`src/rtl/dmem_arbiter.sv`:
```
// dmem_arbiter
//   Round-robin arbiter that lets two requesters share one data memory.
//   Each access is a three-state sequence: IDLE (arbitrate and latch the
//   winner) -> ACCESS (drive the memory for one cycle) -> RESP (pulse the
//   winner's ack with its read data or error flag).
//
// Ports
//   clk, rst_n                     clock, asynchronous active-low reset
//   req0/1, we0/1, addr0/1, wdata0/1  requester inputs (level request)
//   ack0/1, err0/1, rdata0/1       per-requester completion outputs
//   memAddress, memWriteData,
//   memWrite, memRead              memory drive, non-zero only in ACCESS
//   memReadData                    asynchronous memory read data
//   busy                           high whenever the FSM is not idle
module dmem_arbiter #(
    parameter int MEM_SIZE = 64
) (
    input  logic        clk,
    input  logic        rst_n,
    input  logic        req0,
    input  logic        req1,
    input  logic        we0,
    input  logic        we1,
    input  logic [31:0] addr0,
    input  logic [31:0] addr1,
    input  logic [31:0] wdata0,
    input  logic [31:0] wdata1,
    output logic        ack0,
    output logic        ack1,
    output logic        err0,
    output logic        err1,
    output logic [31:0] rdata0,
    output logic [31:0] rdata1,
    output logic [31:0] memAddress,
    output logic [31:0] memWriteData,
    output logic        memWrite,
    output logic        memRead,
    input  logic [31:0] memReadData,
    output logic        busy
);

    localparam logic [31:0] MEM_WORDS = 32'(MEM_SIZE);

    typedef enum logic [1:0] {IDLE, ACCESS, RESP} state_t;

    state_t      state_reg;
    logic        last_grant_reg;
    logic        port_reg;
    logic        illegal_reg;
    logic        busy_reg;
    logic        ack0_reg, ack1_reg, err0_reg, err1_reg;
    logic [31:0] rdata0_reg, rdata1_reg;
    logic [31:0] mem_address_reg, mem_wdata_reg;
    logic        mem_write_reg, mem_read_reg;

    // Winner selection and the winner's request fields.
    logic        grant_next;
    logic        sel_we;
    logic [31:0] sel_addr, sel_wdata;
    logic        sel_legal;

    always_comb begin
        grant_next = 1'b0;
        if (req0 && req1) begin
            // Contention: the port not served last takes the slot.
            grant_next = ~last_grant_reg;
        end else if (req1) begin
            grant_next = 1'b1;
        end
        sel_we    = grant_next ? we1    : we0;
        sel_addr  = grant_next ? addr1  : addr0;
        sel_wdata = grant_next ? wdata1 : wdata0;
        sel_legal = (sel_addr[1:0] == 2'b00) &&
                    ({2'b00, sel_addr[31:2]} < MEM_WORDS);
    end

    always_ff @(posedge clk or negedge rst_n) begin
        if (!rst_n) begin
            state_reg       <= IDLE;
            last_grant_reg  <= 1'b1;
            port_reg        <= 1'b0;
            illegal_reg     <= 1'b0;
            busy_reg        <= 1'b0;
            ack0_reg        <= 1'b0;
            ack1_reg        <= 1'b0;
            err0_reg        <= 1'b0;
            err1_reg        <= 1'b0;
            rdata0_reg      <= '0;
            rdata1_reg      <= '0;
            mem_address_reg <= '0;
            mem_wdata_reg   <= '0;
            mem_write_reg   <= 1'b0;
            mem_read_reg    <= 1'b0;
        end else begin
            case (state_reg)
                IDLE: begin
                    if (req0 || req1) begin
                        state_reg       <= ACCESS;
                        busy_reg        <= 1'b1;
                        port_reg        <= grant_next;
                        last_grant_reg  <= grant_next;
                        illegal_reg     <= ~sel_legal;
                        // Memory strobes are prepared here so they are
                        // registered outputs for exactly the ACCESS cycle;
                        // an illegal request never strobes the memory.
                        mem_address_reg <= sel_addr;
                        mem_read_reg    <= sel_legal && !sel_we;
                        mem_write_reg   <= sel_legal && sel_we;
                        mem_wdata_reg   <= (sel_legal && sel_we) ? sel_wdata : '0;
                    end
                end
                ACCESS: begin
                    state_reg       <= RESP;
                    mem_address_reg <= '0;
                    mem_wdata_reg   <= '0;
                    mem_write_reg   <= 1'b0;
                    mem_read_reg    <= 1'b0;
                    // mem_read_reg is high only for a legal read, so it
                    // doubles as the "capture read data" select.
                    if (port_reg) begin
                        ack1_reg   <= 1'b1;
                        err1_reg   <= illegal_reg;
                        rdata1_reg <= mem_read_reg ? memReadData : '0;
                    end else begin
                        ack0_reg   <= 1'b1;
                        err0_reg   <= illegal_reg;
                        rdata0_reg <= mem_read_reg ? memReadData : '0;
                    end
                end
                RESP: begin
                    state_reg <= IDLE;
                    busy_reg  <= 1'b0;
                    ack0_reg  <= 1'b0;
                    ack1_reg  <= 1'b0;
                    err0_reg  <= 1'b0;
                    err1_reg  <= 1'b0;
                end
                default: begin
                    state_reg <= IDLE;
                    busy_reg  <= 1'b0;
                end
            endcase
        end
    end

    assign ack0         = ack0_reg;
    assign ack1         = ack1_reg;
    assign err0         = err0_reg;
    assign err1         = err1_reg;
    assign rdata0       = rdata0_reg;
    assign rdata1       = rdata1_reg;
    assign memAddress   = mem_address_reg;
    assign memWriteData = mem_wdata_reg;
    assign memWrite     = mem_write_reg;
    assign memRead      = mem_read_reg;
    assign busy         = busy_reg;

endmodule

```
`config.mk`:
```
export PLATFORM = sky130hd
export DESIGN_NAME = dmem_arbiter
export DESIGN_NICKNAME = d
export VERILOG_FILES = /design/src/rtl/dmem_arbiter.sv
export SDC_FILE = /design/constraint.sdc
export NUM_CORES = 1
export LEC_CHECK = 0
export BUFFER_PORTS_ARGS = -buffer_cell sky130_fd_sc_hd__buf_2
export CAP_MARGIN = 10
export CORE_MARGIN = 1
export CORE_UTILIZATION = 40
export DETAILED_ROUTE_END_ITERATION = 7
export HOLD_SLACK_MARGIN = 0.05
export PLACE_DENSITY = 0.78
export SYNTH_ARGS = -nofsm -noshare
export SYNTH_HDL_FRONTEND = slang
export SYNTH_SLANG_ARGS = --single-unit
```
`constraint.sdc`:
```
create_clock -name clk -period 1.6 [get_ports clk]
set_input_delay 0.32 -clock clk [delete_from_list [all_inputs] [get_ports clk]]
set_output_delay 0.32 -clock clk [all_outputs]
set_load 0.005 [all_outputs]
```
==> results.ini <==
[run_status]
status=finished with violations
violations=negative setup slack

[sta]
setup_ws_ns=-0.0399
fin_crit_sh=1.02
max_freq_mhz=610
rsz0062_at_grt=yes
timing.slew.headroom=0.728
hold_viol=0
drv_slew=0
period_minus_slack_ns=1.64
tightestPinTransition_ns=0.408
whs_ns=0.172
fin_skew_ns=0.0121
finalSetupViolCount=21

[synthesis]
synth_ff_type=dfrtp_1
avgSynthCellArea_um2=10.6
syn-cell-area_um2=6370
syn_inst=601
yosysMostFrequentCell=nand2_1
netlist_top_cells_area=dfrtp_1, mux2i_1, nand2_1
synthesis.nets=767
yosysWarningCount=0
async_flop_share=1.00
seq_area_frac_synth=0.550
synth_seq_cells=140
synth_edf_count=0
synth_top_area_frac=0.546
synthTopCellsByCount=nand2_1, dfrtp_1, o21ai_0
synth_cell_types=32
synth_top_area_cell=dfrtp_1

[route]
drc=0
drt_iter0_markers=201
drt_pass1_iterations=4
wire_per_inst_um=16.3
wirelength_um=18900
vias=5919
final_antenna_net_count=0
vias_per_cell=5.09

[worst_setup_path]
cp_num_buf_inv=1
reg2reg_slack_ns=-0.04
cp.arrival_ns=1.96
startpoint_type=register
cpLargestDelayFamily=compound AO/OA/AOI/OAI gates
ff2ff_path_depth=5
critPathMaxFanout=8
rr_endpoint=memWriteData[2]
required_ns=1.92
r2r-start=last_grant_reg
cp-startpoint=last_grant_reg
critPathKind=register to register
path_cells=a21boi_4 -> nand2b_4 -> o22a_4 -> clkbuf_16 -> o41ai_2
cp.depth=5
worst_setup_path_end_kind=register
slowest_delay_ns=0.56
crit_slowest_cell=dfstp_2

[floorplan]
ioPinCount=301
fp-row-count=45
die_h_um=128
core_um2=15400
die_w_um=128
die_area_um2=16400
start_util=0.414

[pwr]
peakVddDrop_mv=0.801
total_leakage_power_nw=5.27
power_density_nw_per_um2=1310

[finish]
fill_cells=1281
final_util=0.618
area_growth_pct=49.2
layout-drive-gt1-share=0.464
nets=1101
design_area_um2=9500

[placement]
place_congestion=0.890
dp_hpwl_um=13700
place_ws_ns=-0.423
port_buffers=300
place_area_um2=8530

[global_route]
overflow=0
antenna_found_initial=4
grt_pass1_vias=5733
gr-usage-all-layers=0.229
grt_max_degree=65
grt_pass1_wl_um=28900

[worst_hold_path]
min_delay_path_depth=3
hold_path_class=input pin to register
min_from=memReadData[11]
hold_end=rdata1[11]

[clock_tree]
tritoncts=yes
htree_levels=4
clockBufferDepth=2
root_buffer=clkbuf_16
cts_made_buffers=17
cts.sinks=140
path_clk_slew_ns=0.06
clk_latency_ns=0.42

[run]
cap_violations=0

routing by layer:
metal / wire, um / share of wire / global-route usage
met1: 7960 / 0.42 / 0.274
met2: 9260 / 0.49 / 0.381
met3: 1280 / 0.068 / 0.0701
met4: 382 / 0.020 / 0.0983
met5: 15 / 0.00079 / 0
where the power goes:
part,total [mW],internal [mW],leakage (nW),switching [mW]
sequential,4.50,4.15,1.89,0.348
clock,4.00,2.46,0.292,1.54
combinational,3.96,1.58,3.09,2.38
total,12.5,8.20,5.27,4.27
area by class of cell:
cell class	instances	area [um2]	share of cell area
timing repair buffer	362	2200	0.232
tap	211	264	0.0278
clock inverter	13	165	0.0174
clock buffer	19	433	0.0456
multi-input combinational	409	2900	0.306
inverter	5	18.8	0.00198
sequential	140	3500	0.369
antenna	3	7.51	0.000790
metrics by stage:
| step | setup TNS, ns | std cells | power, mW |
|---|---|---|---|
| 2_1_floorplan | -2.51 | 601 | 6.49 |
| 3_3_place_gp | -10.21 | 1120 | 8.28 |
| 3_5_place_dp | -12.50 | 1120 | 8.38 |
| 4_1_cts | -0.575 | 1154 | 12.5 |
| 5_1_grt | -2.07 | 1162 | 13.2 |
| 6_report | -0.591 | 1162 | 12.5 |
what timing repair did:
item | 4_1_cts | 5_1_grt
pin swaps | 0 | 34
resized for setup | 9 | 23
gates cloned | 0 | 4
hold buffers | 1 | 0
buffers inserted | 1 | 1
hold endpoints to repair | 31 | 0
endpoints found under the setup margin | 36 | 48
worst max path at each step:
| stage | endpoint | slack, ns |
|---|---|---|
| final | memWriteData[2] | -0.04 |
| after floorplan | memWriteData[10] | -0.08 |
| after detailed placement | memWriteData[0] | -0.42 |
| after global placement | memWriteData[0] | -0.33 |
| after global routing | memWriteData[28] | -0.1 |
| after CTS | memWriteData[22] | -0.06 |
cell usage in the layout, fill, tap and decap left out, types with 3 or more instances in the layout:
cell type  netlist  layout
inv_1            5       5
nand2_1        144     141
nand3_1         33      33
diode_2          0       3
inv_6            0       3
o41ai_2         29      16
buf_2           13     299
a21oi_1          3       3
clkbuf_16        0      20
mux2i_1         64      62
o31ai_1          4       3
o21ai_0         99      98
buf_4            0      43
buf_12           0      13
clkinv_4         0       3
dfrtp_1        139     139
nor4_1          11      11
bufinv_16        0       3
clkinv_2         0       3
o41ai_4          0      16
logic make-up (layout without fill, tap and decap cells):
| family | after synthesis | in the layout | share of synthesized area |
|---|---|---|---|
| multiplexers | 65 | 65 | 0.102 |
| other | 0 | 3 | 0 |
| AO/OA/AOI/OAI | 148 | 148 | 0.179 |
| AND/OR/NAND/NOR | 196 | 196 | 0.131 |
| flip-flops | 140 | 140 | 0.550 |
| buffers and inverters | 52 | 399 | 0.0367 |
worst register-to-register path, delay by kind of cell (launching register included):
family / cells / cell delay [ns]
AOI/OAI and AO/OA: 3 / 0.63
buffers and inverters: 1 / 0.20
and+or+nand+nor: 1 / 0.15
DFF: 1 / 0.56
Note: power is estimated with default switching activity, not from simulation.
